<file path="src/rtl/freq_meter_pkg.sv">
// freq_meter_pkg: shared types and helpers for the frequency-meter sequencer.
//   state_t  - measurement sequencer states
//   range_t  - 2-bit gate range (0 = 1 s, 1 = 100 ms, 2 = 10 ms)
//   gate_len - gate length in clock cycles for a given clock rate and range
package freq_meter_pkg;

   typedef enum logic [2:0] {IDLE, CLEAR, GATE, SETTLE, EVAL} state_t;

   typedef logic [1:0] range_t;

   localparam range_t RNG_1S    = 2'd0;
   localparam range_t RNG_100MS = 2'd1;
   localparam range_t RNG_10MS  = 2'd2;

   // Any range code above 2 falls into the shortest gate.
   function automatic int unsigned gate_len(input int unsigned clk_hz, input range_t rng);
      case (rng)
         RNG_1S:    return clk_hz;
         RNG_100MS: return clk_hz / 10;
         default:   return clk_hz / 100;
      endcase
   endfunction

endpackage

</file>
<file path="src/rtl/freq_gate_ctrl_gate_timer.sv">
// gate_timer: loadable down-counter that saturates at zero.
//   clk, rst_n  - clock, asynchronous active-low reset
//   i_load      - load i_load_val (wins over i_en)
//   i_en        - decrement by one while nonzero
//   i_load_val  - value to load
//   o_done      - counter is zero
module gate_timer #(
   parameter int W = 16
) (
   input  logic         clk,
   input  logic         rst_n,
   input  logic         i_load,
   input  logic         i_en,
   input  logic [W-1:0] i_load_val,
   output logic         o_done
);

   logic [W-1:0] r_cnt;

   always_ff @(posedge clk or negedge rst_n) begin
      if (!rst_n)                    r_cnt <= '0;
      else if (i_load)               r_cnt <= i_load_val;
      else if (i_en && r_cnt != '0)  r_cnt <= r_cnt - 1'b1;
   end

   assign o_done = (r_cnt == '0);

endmodule

</file>
<file path="src/rtl/freq_gate_ctrl.sv">
// freq_gate_ctrl: measurement sequencer for the frequency-meter datapath.
// Clears and gates an external edge counter over timed windows, then
// publishes the count with its range tag. Range is manual or auto-ranged.
//   clk, rst_n     - clock, asynchronous active-low reset
//   run            - measure continuously while high
//   range_auto     - 1 = auto-range, 0 = manual (range_sel)
//   range_sel      - manual range, 3 behaves as 2
//   cnt_value      - external edge count
//   cnt_ovf        - sticky counter overflow
//   cnt_clr        - one-cycle counter clear
//   cnt_en         - counter gate
//   result         - last published count
//   result_range   - range used for result
//   result_valid   - one-cycle publish strobe
//   over_range     - overflow captured with result
//   busy           - sequencer not idle
module freq_gate_ctrl
   import freq_meter_pkg::*;
#(
   parameter int CLK_HZ   = 50000000,
   parameter int CNT_W    = 10,
   parameter int SYNC_LAT = 2,
   parameter int LOW_TH   = 100
) (
   input  logic             clk,
   input  logic             rst_n,
   input  logic             run,
   input  logic             range_auto,
   input  logic [1:0]       range_sel,
   input  logic [CNT_W-1:0] cnt_value,
   input  logic             cnt_ovf,
   output logic             cnt_clr,
   output logic             cnt_en,
   output logic [CNT_W-1:0] result,
   output logic [1:0]       result_range,
   output logic             result_valid,
   output logic             over_range,
   output logic             busy
);

   localparam int GW = $clog2(CLK_HZ + 1);

   state_t           r_state, w_nxt;
   range_t           r_range, w_clr_range, w_eval_range;
   logic             r_auto;
   logic             w_done, w_load, w_tmr_en;
   logic [GW-1:0]    w_load_val;
   logic             r_cnt_clr, r_cnt_en, r_valid, r_over, r_busy;
   logic [CNT_W-1:0] r_result;
   range_t           r_result_range;

   // Mode and manual range are sampled only in CLEAR, so mid-measurement
   // changes wait for the next measurement.
   always_comb begin
      w_clr_range = r_range;
      if (!range_auto) w_clr_range = (range_sel > RNG_10MS) ? RNG_10MS : range_sel;
   end

   // Overflow blocks a down-step even when it cannot step up (range 2).
   always_comb begin
      w_eval_range = r_range;
      if (cnt_ovf && r_range < RNG_10MS)
         w_eval_range = r_range + 2'd1;
      else if (!cnt_ovf && cnt_value < CNT_W'(LOW_TH) && r_range > RNG_1S)
         w_eval_range = r_range - 2'd1;
   end

   // One timer serves both the gate window and the settle window.
   assign w_load     = (r_state == CLEAR) || (r_state == GATE && w_done);
   assign w_tmr_en   = (r_state == GATE) || (r_state == SETTLE);
   assign w_load_val = (r_state == CLEAR) ? GW'(gate_len(CLK_HZ, w_clr_range) - 1)
                                          : GW'(SYNC_LAT - 1);

   gate_timer #(.W(GW)) u_timer (
      .clk        (clk),
      .rst_n      (rst_n),
      .i_load     (w_load),
      .i_en       (w_tmr_en),
      .i_load_val (w_load_val),
      .o_done     (w_done)
   );

   always_comb begin
      w_nxt = r_state;
      case (r_state)
         IDLE:    if (run) w_nxt = CLEAR;
         CLEAR:   w_nxt = run ? GATE : IDLE;
         GATE:    if (!run) w_nxt = IDLE; else if (w_done) w_nxt = SETTLE;
         SETTLE:  if (!run) w_nxt = IDLE; else if (w_done) w_nxt = EVAL;
         EVAL:    w_nxt = run ? CLEAR : IDLE;
         default: w_nxt = IDLE;
      endcase
   end

   // Outputs are registered from the next state so they line up with the
   // state they belong to; EVAL capture happens on the edge into EVAL so the
   // published word and its strobe appear together.
   always_ff @(posedge clk or negedge rst_n) begin
      if (!rst_n) begin
         r_state        <= IDLE;
         r_range        <= RNG_1S;
         r_auto         <= 1'b0;
         r_cnt_clr      <= 1'b0;
         r_cnt_en       <= 1'b0;
         r_valid        <= 1'b0;
         r_busy         <= 1'b0;
         r_over         <= 1'b0;
         r_result       <= '0;
         r_result_range <= RNG_1S;
      end else begin
         r_state   <= w_nxt;
         r_cnt_clr <= (w_nxt == CLEAR);
         r_cnt_en  <= (w_nxt == GATE);
         r_valid   <= (w_nxt == EVAL);
         r_busy    <= (w_nxt != IDLE);
         if (r_state == CLEAR) begin
            r_range <= w_clr_range;
            r_auto  <= range_auto;
         end
         if (w_nxt == EVAL) begin
            r_result       <= cnt_value;
            r_result_range <= r_range;
            r_over         <= cnt_ovf;
            if (r_auto) r_range <= w_eval_range;
         end
      end
   end

   assign cnt_clr      = r_cnt_clr;
   assign cnt_en       = r_cnt_en;
   assign result       = r_result;
   assign result_range = r_result_range;
   assign result_valid = r_valid;
   assign over_range   = r_over;
   assign busy         = r_busy;

endmodule

</file>
<file path="config.mk">
export PLATFORM = sky130hd
export DESIGN_NAME = freq_gate_ctrl
export DESIGN_NICKNAME = d
export VERILOG_FILES = /design/src/rtl/freq_meter_pkg.sv /design/src/rtl/freq_gate_ctrl_gate_timer.sv /design/src/rtl/freq_gate_ctrl.sv
export SDC_FILE = /design/constraint.sdc
export NUM_CORES = 1
export LEC_CHECK = 0
export ABC_AREA = 1
export ABC_CLOCK_PERIOD_IN_PS = 1600
export CORE_ASPECT_RATIO = 0.9
export CORE_MARGIN = 3
export CORE_UTILIZATION = 45
export DETAILED_ROUTE_END_ITERATION = 8
export PLACE_DENSITY = 0.69
export SETUP_SLACK_MARGIN = 0.15
export SLEW_MARGIN = 15
export SYNTH_ARGS = -nofsm -noshare
export SYNTH_HDL_FRONTEND = slang
export SYNTH_SLANG_ARGS = --single-unit
export TNS_END_PERCENT = 10
</file>
<file path="constraint.sdc">
create_clock -name clk -period 1.6 [get_ports clk]
set_input_delay 0.32 -clock clk [delete_from_list [all_inputs] [get_ports clk]]
set_output_delay 0.32 -clock clk [all_outputs]
set_load 0.1 [all_outputs]
</file>
==> reports/qor.yml, run 1 <==
place:
  port_buffers: 33
  dp_hpwl_mm: 6.321
  place_congestion: 0.9739
  place_area_mm2: 0.004114
  pre_cts_ws_ns: -0.2582
logic_synthesis:
  syn_inst: 426
  synth-simple-area-share_pct: 39.11
  ys_types: 27
  yosysTopAreaCell: "dfrtp_1"
  syn-num-nets: 445
  ys_seq_area_share_pct: 41.12
  muxShareOfSynthArea_pct: 0
  synth_top_cell_area_share_pct: 41.12
  synthXorXnorAreaFrac_pct: 4.406
  synth_compound_area_share_pct: 6.672
  ys_top_cells_by_area: "dfrtp_1, nand2_1, nor2_1"
  synth_area_per_cell_um2: 6.999
  synthAdderAreaFrac_pct: 0.8393
  syn_area_mm2: 0.002982
  synth_top_family_by_area: "simple AND/OR/NAND/NOR gates"
  yosysWarnings: 0
  ys_ff_latch: 49
power:
  ir_drop_mv: 0.7982
  p_leak_nw: 2.369
  powerDensity_mw_per_mm2: 1815
  power.total_mw: 8.053
final_layout:
  drive_gt1_share_pct: 28.52
  final_common_cell: "nand2_1"
  stdcell_area_mm2: 0.004437
  n_antenna_cell: 0
  utilization_pct: 70.61
  fillCellCount: 507
  mostFrequentLayoutCells: "nand2_1, buf_4, dfrtp_1"
  syn2layout_area_growth_pct: 48.80
  nNetsFinal: 558
drt:
  postRouteAntennaNets: 0
  drc: 0
  routed_via_density: 4.962
  vias: 3111
  firstDrtPassIters: 5
  drt-total-wl_mm: 8.855
  drt_iter0_drc: 135
  wire_per_inst_um: 14.12
timing:
  fin_tns_setup_ns: -4.646
  maxSlewHeadroom_pct: 77.51
  finalCritPeriodShare_pct: 111.2
  finalMaxSlewViolations: 0
  setup_viol: 44
  skew_ns: 0.006678
  fin_crit_ns: 1.780
  hold_viol: 0
  worstMarginPinSlew_ns: 0.3374
  timing.final.ws_setup_ns: -0.1797
  rsz0062_at_grt: "true"
  fmax_mhz: 561.9
clocking:
  cts_tree: "yes"
  clockBufferDepth: 2
  cts_max_level: 2
  cts.clk_slew.worst_paths_ns: 0.10
  root_buffer: "clkbuf_8"
  cts_buffers: 5
  cts.sinks: 49
  clk_latency_ns: 0.31
global_routing:
  antenna_found_initial: 0
  grt_pass1_vias: 3092
  overflow: 0
  grt_pass1_wl_mm: 14.70
  grt_max_degree: 50
  track_usage_pct: 23.53
floorplan:
  dieArea_mm2: 0.007640
  initial_core_util_pct: 47.45
  pin_count: 34
  die_w_um: 91.80
  die_y_um: 83.22
  rows: 27
  core_area_mm2: 0.006284
worst_setup_path:
  cpPeakStageDelay_ns: 0.41
  arrival_ns: 2.02
  startpoint_type: "flop"
  r2r_cells: 11
  cp_cell_sequence: "inv_2 > ha_4 > nand3_4 > nor2_4 > nand2_2 > nor2_8 > nor2_4 > nor2_8 > buf_12 > nand2_1 > nand2_1"
  worst_setup_path_end_kind: "flop"
  startpoint: "u_timer.r_cnt[0]"
  crit_path_end: "u_timer.r_cnt[23]"
  reg2reg_from: "u_timer.r_cnt[0]"
  crit_path_top_delay_cell: "dfrtp_1"
  critical_path_class: "flop to flop"
  worstPathRequired_ns: 1.84
  crit_fanout: 8
  rrSetupSlack_ns: -0.18
  reg2reg_to: "u_timer.r_cnt[23]"
run_status:
  outcome: "complete, but fails checks"
  violations: "setup timing"
flow_run:
  maxCapViolCount: 0
hold_path:
  hold_path_class: "input port to async pin"
synth_stat cells (all sizes together):
cell and instances:
dfrtp 49, inv 44, a21oi 11, xnor2 9
nand4 8, nand3 19, a31oi 1, clkinv 1
nor2 60, ha 2, buf 7, xor2 6
nor3 3, o21ai 23, nand2 182, o21a 1
worst min path at each step:
stage | start | endpoint | slack, ns
CTS | r_auto | r_auto | 0.52
finish | rst_n | u_timer.r_cnt[3] | 0.53
floorplan | rst_n | busy | 0.02
global placement | rst_n | r_state[0] | 0.33
detailed placement | rst_n | cnt_clr | 0.33
global route | cnt_value[1] | result[1] | 0.52
registers in the layout (all words and copies together) (netlist names), 2 cells and up:
| register | cells |
|---|---|
| u_timer.r_cnt | 26 |
| result | 10 |
| r_state | 3 |
| r_range | 2 |
| result_range | 2 |
metal layers:
| layer | global-route usage [%] | routed length [um] | share of wire, % | vias to the layer above |
|---|---|---|---|---|
| met4 | 7.018 | 166 | 1.9 | 0 |
| met3 | 3.533 | 528 | 6.0 | 16 |
| met2 | 37.76 | 4216 | 48 | 94 |
| li1 | - | - | - | 1537 |
| met1 | 32.82 | 3942 | 45 | 1464 |
| met5 | 0 | 0 | 0 | - |
cells by family after synthesis:
family / after synthesis
XOR/XNOR: 15
adder cells (fa/ha/maj): 2
AO/OA/AOI/OAI: 36
buffers and inverters: 52
AND/OR/NAND/NOR: 272
flip-flops: 49
worst max-delay path: cells and delay by family, from the launching register on:
kind,cells,cell delay [ns]
adders and majority gates,1,0.15
buffers and inverters,2,0.28
DFF,1,0.41
and+or+nand+nor,8,0.88
cell type report:
class                           instances  area (um2)  area share, %
Timing Repair Buffer                  113        1182          26.65
Clock inverter                          3       46.29          1.043
Tap cell                               87       108.9          2.453
Inverter                               45       176.4          3.976
Clock buffer                            5       68.82          1.551
Sequential cell                        49        1226          27.64
Multi-Input combinational cell        325        1628          36.69
what timing repair did:
action                                  in CTS  in global routing
cloned                                       0                  1
resized for setup                           11                 29
pin swaps                                    1                  7
endpoints found under the hold margin       22                  0
buffers inserted                             3                  5
hold buffers                                 1                  0
endpoints found under the setup margin      48                 48
power by group:
group	internal (mW)	total (mW)	switching, mW
combinational	2.31	5.21	2.91
clock	0.469	0.924	0.455
sequential	1.59	1.92	0.326
total	4.37	8.05	3.69
per-stage QoR:
stage,hold slack (ns),std cells
2_1_floorplan,0.02441,426
3_3_place_gp,0.3326,609
3_5_place_dp,0.3346,609
4_1_cts,0.5233,621
5_1_grt,0.5240,627
6_report,0.5291,627
(Power assumes the default switching activity.)
==> run 2, diff against run 1 <==
--- a/config.mk
+++ b/config.mk
@@ -5,11 +5,12 @@
 export SDC_FILE = /design/constraint.sdc
 export NUM_CORES = 1
 export LEC_CHECK = 0
-export ABC_AREA = 1
+export ABC_AREA = 0
 export ABC_CLOCK_PERIOD_IN_PS = 1600
 export CORE_ASPECT_RATIO = 0.9
 export CORE_MARGIN = 3
 export CORE_UTILIZATION = 45
+export CTS_BUF_LIST = sky130_fd_sc_hd__clkbuf_4 sky130_fd_sc_hd__clkbuf_8
 export DETAILED_ROUTE_END_ITERATION = 8
 export PLACE_DENSITY = 0.69
 export SETUP_SLACK_MARGIN = 0.15
==> reports/qor.yml, run 2 <==
floorplan:
  pin_count: 34  # unchanged
  rows: 26  # -3.7%
  initial_core_util_pct: 47.97  # +0.52 points
  core_area_mm2: 0.005856  # -6.8%
  die_w_um: 89.28  # -2.7%
  die_y_um: 80.95  # -2.7%
  dieArea_mm2: 0.007227  # -5.4%
logic_synthesis:
  ys_types: 54  # +100%
  yosysMostFrequentCell: "dfrtp_1"
  yosysTopAreaCell: "dfrtp_1"
  ys_ff_latch: 49  # unchanged
  async_reset_ff_share_pct: 100.0  # unchanged
  yosys-top-cells-count: "dfrtp_1, nor2_1, nand2_1"
  ys_top_cells_by_area: "dfrtp_1, mux2_2, nor2_1"
  syn_inst: 293  # -31%
  syn-num-nets: 312  # -30%
  syn_area_mm2: 0.002809  # -5.8%
  ys_seq_area_share_pct: 43.65  # +2.5 points
  synth_edf_count: 0  # unchanged
  yosysWarnings: 0  # unchanged
  synth_top_cell_area_share_pct: 43.65  # +2.5 points
  synth_area_per_cell_um2: 9.587  # +37%
  synthFlopType: "dfrtp_1"
timing:
  setup_viol: 44  # unchanged
  timing.final.ws_setup_ns: -0.5477  # -0.3680 ns
  finalCritPeriodShare_pct: 134.2  # +23 points
  skew_ns: 0.006737  # +0.00005925 ns
  worstMarginPinSlew_ns: 0.4324  # +0.09499 ns
  fmax_mhz: 465.6  # -17%
  hold_viol: 0  # unchanged
  fin_crit_ns: 2.148  # +0.3680 ns
  holdWs_ns: 0.5115  # -0.01768 ns
  fin_tns_setup_ns: -19.35  # -14.70 ns
  rsz0062_at_grt: "true"
  finalMaxSlewViolations: 0  # unchanged
  maxSlewHeadroom_pct: 70.95  # -6.6 points
final_layout:
  syn2layout_area_growth_pct: 55.32
  seqCellArea_mm2: 0.001226  # unchanged
  stdcell_area_mm2: 0.004363  # -1.7%
  nNetsFinal: 443  # -21%
  fillCellCount: 406  # -20%
  largest_reg_flops: 26  # unchanged
  mostFrequentLayoutCells: "buf_4, dfrtp_1, nor2_1"
  multi_input_comb_area_mm2: 0.001589  # -2.4%
  n_antenna_cell: 0  # unchanged
  drive_gt1_share_pct: 40.94  # +12 points
  largest-register: "u_timer.r_cnt"
  final_common_cell: "buf_4"
  finalNonFillerCells: 495  # -21%
worst_setup_path:
  startpoint: "u_timer.r_cnt[1]"
  crit_path_top_delay_cell: "or3_4"
  cp.depth: 9  # -2
  critical-path-top-delay-family: "simple AND/OR/NAND/NOR gates"
  critical_path_class: "flop to flop"
  worstPathRequired_ns: 1.80  # -0.04 ns
  arrival_ns: 2.34  # +0.32 ns
  r2r_cells: 9  # -2
  rrSetupSlack_ns: -0.55  # -0.37 ns
  startpoint_type: "flop"
  reg2reg_from: "u_timer.r_cnt[1]"
  cpPeakStageDelay_ns: 0.40  # about the same
  cp_cell_sequence: "inv_1 > ha_1 > nor4b_4 > nand2_2 > or3_4 > o21ai_4 > buf_12 > o31ai_1 > a22o_1"
  path_buf_inv: 2  # unchanged
  crit_fanout: 10  # +2
  worst_setup_path_end_kind: "flop"
global_routing:
  antenna_found_initial: 0  # unchanged
  overflow: 0  # unchanged
  grt_pass1_vias: 2960  # -4.3%
  track_usage_pct: 24.28  # +0.75 points
  grt_max_degree: 31  # -38%
  grt_pass1_wl_mm: 13.70  # -6.8%
clocking:
  clockBufferDepth: 2  # unchanged
  cts.sinks: 49  # unchanged
  cts_max_level: 2  # unchanged
  clk_latency_ns: 0.30  # about the same
  root_buffer: "clkbuf_8"
  cts.clk_slew.worst_paths_ns: 0.10  # about the same
  cts_buffers: 5  # unchanged
  cts_tree: "yes"
run_status:
  outcome: "complete, but fails checks"
  violations: "setup timing"
drt:
  drc: 0  # unchanged
  drt_iter0_drc: 217  # +61%
  postRouteAntennaNets: 0  # unchanged
  firstDrtPassIters: 5  # unchanged
  wire_per_inst_um: 16.91  # +20%
  vias: 2881  # -7.4%
  drt-total-wl_mm: 8.368  # -5.5%
  routed_via_density: 5.820  # +17%
place:
  dp_hpwl_mm: 6.416  # +1.5%
  place_congestion: 0.9623  # -1.2%
  place_area_mm2: 0.004125  # +0.27%
  port_buffers: 33  # unchanged
  dpl.cell_count: 484  # -21%
flow_run:
  maxCapViolCount: 0  # unchanged
power:
  p_leak_nw: 1.917  # -19%
  powerDensity_mw_per_mm2: 1025  # -44%
  ir_drop_mv: 0.6869  # -14%
hold_path:
  hold_path_class: "input port to async pin"
run 2: changes by cell type in the layout (fill, tap and decap cells not counted), moves of 7 or more:
cell	previous run	this run
nand2_1	167	22
inv_1	40	12
nand2_2	12	2
o21ai_0	15	6
a31oi_1	1	8
mux2_2	0	14
nor2_1	40	25
nor4_1	0	9
nor3_1	3	17
nor2_2	13	2
buf_4	72	96
run 2: cells by family after synthesis:
group,after synthesis,share of synthesized area [%]
and+or+nand+nor,126,25.26
adders and majority gates,2,0.8907
xor gates and xnor gates,6,1.871
DFF,49,43.65
AOI/OAI and AO/OA,69,16.79
muxes,17,6.682
buffers and inverters,24,4.855
run 2: power by group:
| part | switching [mW] | internal [mW] | leakage (nW) | total, mW |
|---|---|---|---|---|
| sequential | 0.205 | 1.49 | 0.616 | 1.70 |
| clock | 0.432 | 0.322 | 0.0484 | 0.754 |
| combinational | 1.00 | 1.02 | 1.25 | 2.02 |
run 2: layout make-up:
type / instances / area share (%)
well taps: 70 / 2.007
inverters: 12 / 1.032
clock inverters: 2 / 0.2294
clock buffers: 6 / 1.749
flip-flops and latches: 49 / 28.10
multi-input cells: 220 / 36.42
repair buffers: 136 / 30.46
run 2: per-layer routing:
metal,global-route usage (%),vias to the layer above,part of all wire [%],wire (um)
met5,0,-,0,0
met4,6.696,0,2.3,196
met3,5.578,22,7.0,586
met2,41.68,129,49,4140
met1,30.50,1374,41,3444
li1,-,1356,-,-
run 2: worst paths after layout:
check                                     to
min in group clk                      r_auto
max in group asynchronous  u_timer.r_cnt[21]
max                        u_timer.r_cnt[23]
max reg2reg                u_timer.r_cnt[23]
min reg2reg                           r_auto
min                               r_state[0]
run 2: repair_timing:
item,4_1_cts,5_1_grt
setup endpoints to repair,46,47
pin swaps,1,2
endpoints found under the hold margin,19,0
hold buffers,1,0
gates resized for setup,9,14
setup buffers,1,1
run 2: worst reg2reg max path: cells and delay by family, from the launching register on:
| kind | cells | cell delay (ns) |
|---|---|---|
| buffers and inverters | 2 | 0.22 |
| DFF | 1 | 0.39 |
| AOI/OAI and AO/OA | 3 | 0.48 |
| adders and majority gates | 1 | 0.16 |
| and+or+nand+nor | 3 | 0.77 |
run 2: through the flow:
step	setup slack [ns]	power [mW]	util, %
after floorplan	-0.5270	2.612	-
after global placement	-0.4994	3.590	70.45
after detailed placement	-0.5339	3.652	70.45
after CTS	-0.5299	4.430	72.99
after global routing	-0.6273	4.722	74.51
final	-0.5477	4.470	74.51
